## src/rtl/ldo_pkg.sv

```systemverilog
// Shared definitions for the leading-one scanner: FSM encoding and position width helper.
package ldo_pkg;

   typedef enum logic {
      ST_IDLE = 1'b0,
      ST_SCAN = 1'b1
   } state_e;

   // Enough bits to hold every position 0..WIDTH-1 plus the "no bit set" code WIDTH.
   function automatic int pos_w(input int width);
      return $clog2(width + 1);
   endfunction

endpackage

```

## src/rtl/ldo_lzc.sv

```systemverilog
// Combinational leading-one locator, MSB-first positions, built as a binary tree of depth clog2(WIDTH).
module ldo_lzc
   import ldo_pkg::*;
#(
   parameter  int WIDTH = 32,
   localparam int POS_W = pos_w(WIDTH)
) (
   input  logic [WIDTH-1:0] vec,
   output logic [POS_W-1:0] pos,
   output logic [WIDTH-1:0] onehot
);

   localparam int LVL = $clog2(WIDTH);
   localparam int P   = 1 << LVL;

   // Level 0 holds the input in MSB-first order, zero-padded at the LSB end to a power of two.
   // Each tree node reports "any bit set" and the offset of its leading one within its span.
   for (genvar l = 0; l <= LVL; l++) begin : g_lvl
      localparam int N = P >> l;
      logic [N-1:0] v;
      if (l == 0) begin : g_leaf
         for (genvar i = 0; i < N; i++) begin : g_bit
            if (i < WIDTH) begin : g_in
               assign v[i] = vec[WIDTH-1-i];
            end else begin : g_pad
               assign v[i] = 1'b0;
            end
         end
      end else begin : g_node
         logic [N-1:0][l-1:0] p;
         for (genvar n = 0; n < N; n++) begin : g_n
            assign v[n] = g_lvl[l-1].v[2*n] | g_lvl[l-1].v[2*n+1];
            if (l == 1) begin : g_base
               assign p[n] = ~g_lvl[l-1].v[2*n];
            end else begin : g_merge
               assign p[n] = g_lvl[l-1].v[2*n] ? {1'b0, g_lvl[l-1].g_node.p[2*n]}
                                               : {1'b1, g_lvl[l-1].g_node.p[2*n+1]};
            end
         end
      end
   end

   logic           any;
   logic [LVL-1:0] top_p;

   assign any   = g_lvl[LVL].v[0];
   assign top_p = g_lvl[LVL].g_node.p[0];
   assign pos   = any ? POS_W'(top_p) : POS_W'(WIDTH);

   for (genvar j = 0; j < WIDTH; j++) begin : g_oh
      assign onehot[j] = any & (top_p == LVL'(WIDTH - 1 - j));
   end

endmodule

```

## src/rtl/ldo_scan.sv

```systemverilog
// Sequential leading-one scanner: accepts a word, then reports its set bits MSB first, one per beat.
module ldo_scan
   import ldo_pkg::*;
#(
   parameter  int WIDTH = 32,
   localparam int POS_W = pos_w(WIDTH)
) (
   input  logic             clk,
   input  logic             rst,
   input  logic             in_valid,
   output logic             in_ready,
   input  logic [WIDTH-1:0] in_data,
   input  logic             in_first_only,
   output logic             out_valid,
   input  logic             out_ready,
   output logic [POS_W-1:0] out_pos,
   output logic             out_last
);

   // Handshakes: a transfer happens on a rising edge where valid and ready are both high;
   // out_valid never depends on out_ready, and out_pos/out_last hold while stalled.

   state_e           state;
   logic [WIDTH-1:0] residual;
   logic             mode;

   logic [POS_W-1:0] lz_pos;
   logic [WIDTH-1:0] lz_onehot;
   logic [WIDTH-1:0] cleared;
   logic             last_raw;
   logic             out_fire;
   logic             in_fire;

   ldo_lzc #(.WIDTH(WIDTH)) u_lzc (
      .vec    (residual),
      .pos    (lz_pos),
      .onehot (lz_onehot)
   );

   assign cleared   = residual & ~lz_onehot;
   assign last_raw  = (cleared == '0) | mode | (residual == '0);

   assign out_valid = (state == ST_SCAN);
   assign out_pos   = out_valid ? lz_pos : '0;
   assign out_last  = out_valid & last_raw;

   assign out_fire  = out_valid & out_ready;
   assign in_ready  = (state == ST_IDLE) | (out_fire & out_last);
   assign in_fire   = in_valid & in_ready;

   // A word accepted on the final beat reloads in place, so the next word has no idle bubble.
   always_ff @(posedge clk) begin
      if (rst) begin
         state    <= ST_IDLE;
         residual <= '0;
         mode     <= 1'b0;
      end else if (in_fire) begin
         state    <= ST_SCAN;
         residual <= in_data;
         mode     <= in_first_only;
      end else if (out_fire) begin
         residual <= cleared;
         if (out_last) begin
            state <= ST_IDLE;
         end
      end
   end

endmodule

```

## config.mk

```make
export PLATFORM = sky130hd
export DESIGN_NAME = ldo_scan
export DESIGN_NICKNAME = d
export VERILOG_FILES = /design/src/rtl/ldo_pkg.sv /design/src/rtl/ldo_lzc.sv /design/src/rtl/ldo_scan.sv
export SDC_FILE = /design/constraint.sdc
export NUM_CORES = 1
export LEC_CHECK = 0
export ABC_AREA = 1
export ABC_CLOCK_PERIOD_IN_PS = 3190
export CAP_MARGIN = 10
export CORE_ASPECT_RATIO = 0.5
export CORE_MARGIN = 8
export CORE_UTILIZATION = 54
export CTS_CLUSTER_SIZE = 20
export DETAILED_ROUTE_END_ITERATION = 16
export MAX_ROUTING_LAYER = met4
export PLACE_DENSITY = 0.93
export SYNTH_ARGS = -nofsm -noshare
export SYNTH_HDL_FRONTEND = slang
export SYNTH_SLANG_ARGS = --single-unit
```

## constraint.sdc

```tcl
create_clock -name clk -period 3.19 [get_ports clk]
set_clock_uncertainty 0.15 [all_clocks]
set_input_delay 0.319 -clock clk [delete_from_list [all_inputs] [get_ports clk]]
set_output_delay 0.319 -clock clk [all_outputs]
set_load 0.005 [all_outputs]
```

==> impl_results.md <==
* Status: completed
* Reg power frac at about a quarter
* Gate power share at between 50% and 60%
* Pwr Density at approximately 500 nW/um^2
* Max Slew Vio Count at 0
* Port bufs at 45
* DR top layer: met4
* Hold Vio Cnt, Final at 0
* Worst reg2reg setup slack at 0.04 ns
* DR WL met3 at between 800 and 900 um
* Number of synthesized flops with an enable pin at 0
* Critical Path Fanout Max at 6
* Total gr overflow at 0
* Setup crit start kind: flip-flop
* Routed len/inst at 15.0 um
* Antenna violations before repair at 0
* Sequential share of the synthesized area at between 20% and 30%
* DRT iter0 DRCs at a little under 400
* Netlist cell types at 26
* Critical setup path kind: reg2out
* Area contributors post-synth: dfxtp_1 (24%), nand2_1 (21%), nand3_1 (15%)
* Gr usage total at 22.5%
* Sw power at 900 uW
* DRT met1 WL at 4.23 mm
* First-pass detailed-route iteration total at 5
* Largest net degree at the start of global routing at 34
* CP Launch Point: residual[30]$_SDFFE_PP0P_
* Core ar. at 4980 sq um
* Final #Nets at between 600 and 700
* Final core utilization at 79.3%
* Syn avg cell area at 5.78 sq um
* Internal power at 1.10 mW
* Placed inst area at 3460 sq um
* Origin of the worst min-delay path: residual[3]$_SDFFE_PP0P_
* Htree depth at 2
* DP HPWL at 6.28 mm
* Post-synthesis async set-or-reset flop share at 0%
* Routed Antenna Nets at 0
* Rel. slew slack at a little under 30%
* TritonCTS Buffers at 5
* Metal2 WL at 4.31 mm
* Worst hold path type: reg2reg
* Share of cells above drive strength 1 at about a quarter
* DR vias/cell at roughly 5.6
* Total number of vias at between 3,000 and 4,000
* First-pass GRT wire length at 14.2 mm
* RSZ-0062 raised after global routing: yes
* Top_reg_cell synth: dfxtp_1
* WL final at ~9.5 mm
* Arrival @ worst endpoint at approximately 2.7 ns
* R2r startpoint: residual[30]$_SDFFE_PP0P_
* Gpl congestion at ~0.95
* Clk network pwr share at between 15 and 20%
* Worst setup EP type: output pin
* Initial Utilization at between 50% and 60%
* I/O pins at 46
* Worst Max-Slew Pin Slew at approximately 1.1 ns
* Diode count at 0
* Crit path required time at approximately 2.7 ns
* Switching share of total power at 45.0%
* Root buffer cell: clkbuf_8
* Final setup vio count at 0
* Commonest cells in the synthesized netlist: nand2_1 (160), nand3_1 (85), inv_1 (54)
* Max-cap violations at 0
* Leakage at ~1.9 nW
* Peak VDD IR at 0.273 mV
* Number of global-route vias before repair at 3,029
* Synthesized instance count at 489
* Post-route minimum period at between 3 and 4 ns
* Clk Latency, worst-skew pair at just under 0.3 ns
* Warnings from Yosys at 0
* Syn_nets at between 500 and 600
* Top cell type's share of synthesized area at between 20% and 30%
* Hold_ws at roughly 0.34 ns
* Post-synth top area cell: dfxtp_1
* Die Width at around 120 um
* TritonCTS clock tree: yes
* Area of the mapped netlist at between 2000 and 3000 sq um
* Longest Clk Path Bufs at 2
* Design area at slightly below 4000 sq um
* P&R area growth vs syn at 39.5%
* Die Height at between 60 and 70 um
* Die area at approximately 8000 sq um
* Tcrit/Tclk final at roughly 99%
* FMAX at roughly 0.32 GHz
* Placement Rows at 18
* Post-route DRC at 0
* Top-count cell post-synth: nand2_1
* #FFs+latches synth at 34
* Clock sinks at 34
* Clk pin slew, worst setup/hold paths at ~0.080 ns
-- layout make-up --
type                    count  area (sq um)
clock buffers               6          82.6
fillers                   348          1030
inverters                  63           239
multi-input cells         369          1990
flip-flops and latches     34           706
well taps                  70          87.6
repair buffers             91           845
-- cell families after synthesis --
kind of cell,count (synthesis),synth area share (%)
and+or+nand+nor,317,52.8
AOI/OAI and AO/OA,50,9.56
buffers and inverters,88,13.6
DFF,34,24.1
-- routing by layer --
layer	global-route usage (%)	vias up
met4	6.32	0
met2	35.8	185
met1	28.8	1599
li1	-	1716
met3	4.49	18
met5	-	-
-- final timing paths --
| kind | to | depth (start not counted) |
|---|---|---|
| max | in_ready | 18 |
| min | residual[3]$_SDFFE_PP0P_ | 2 |
| max reg2reg | residual[15]$_SDFFE_PP0P_ | 22 |
| min reg2reg | residual[3]$_SDFFE_PP0P_ | 2 |
-- layout by cell type, fill, tap and decap left out, drive strengths merged --
master         Yosys  layout
o21ai              7       7
a21boi             1       1
inv               63      63
buf               17      47
clkbuf             8       6
nand2            169     171
nand4             13      13
nor3               2       2
dfxtp             34      34
a211oi             1       1
clkdlybuf4s50      0      43
clkdlybuf4s15      0       1
nor2              47      47
nand3             86      86
a21oi             41      41
-- metrics by stage --
step / setup TNS (ns) / instances / setup slack, ns / power (mW)
detailed placement: -0.113 / 609 / -0.0720 / 1.39
global route: -2.28 / 633 / -0.135 / 2.10
global placement: -0.0772 / 609 / -0.0665 / 1.39
finish: 0 / 633 / 0.0253 / 2.00
floorplan: 0 / 489 / 0.644 / 1.12
CTS: 0 / 617 / 0.00331 / 1.75
-- registers in the layout (all words and copies together), names as in the netlist --
register,flops
residual,32
out_valid,1
mode,1
-- power by group through the flow --
stage                     Combinational (mW)  Clock, mW  Sequential (mW)
final                                   1.17      0.331            0.498
after global routing                    1.25      0.349            0.501
after CTS                              0.939      0.321            0.494
after detailed placement               0.890          0            0.499
after global placement                 0.888          0            0.498
after floorplan                        0.628          0            0.494
-- worst max-delay path, cell delays in order (launching register included) --
cell     delay [ns]
dfxtp_4        0.37
nor2_4         0.12
nand2_4        0.11
nor2_8         0.21
nand3_2        0.11
nand2_4        0.14
nand2_4        0.08
nor2_4         0.19
nand3_2        0.12
nand2_1        0.10
nand2_1        0.06
nor2_1         0.12
nand2_1        0.11
nor2_1         0.10
nand2_1        0.09
nand2_1        0.09
nand2_2        0.06
nand2_4        0.10
buf_6          0.11
-- timing repair --
item | CTS | global route
gates cloned | 0 | 2
setup endpoints to repair | 22 | 36
setup buffers | 2 | 14
resized for setup | 30 | 57
hold buffers | 0 | 0
pin swaps | 8 | 43
No activity file was read; power rests on OpenSTA's default activity.
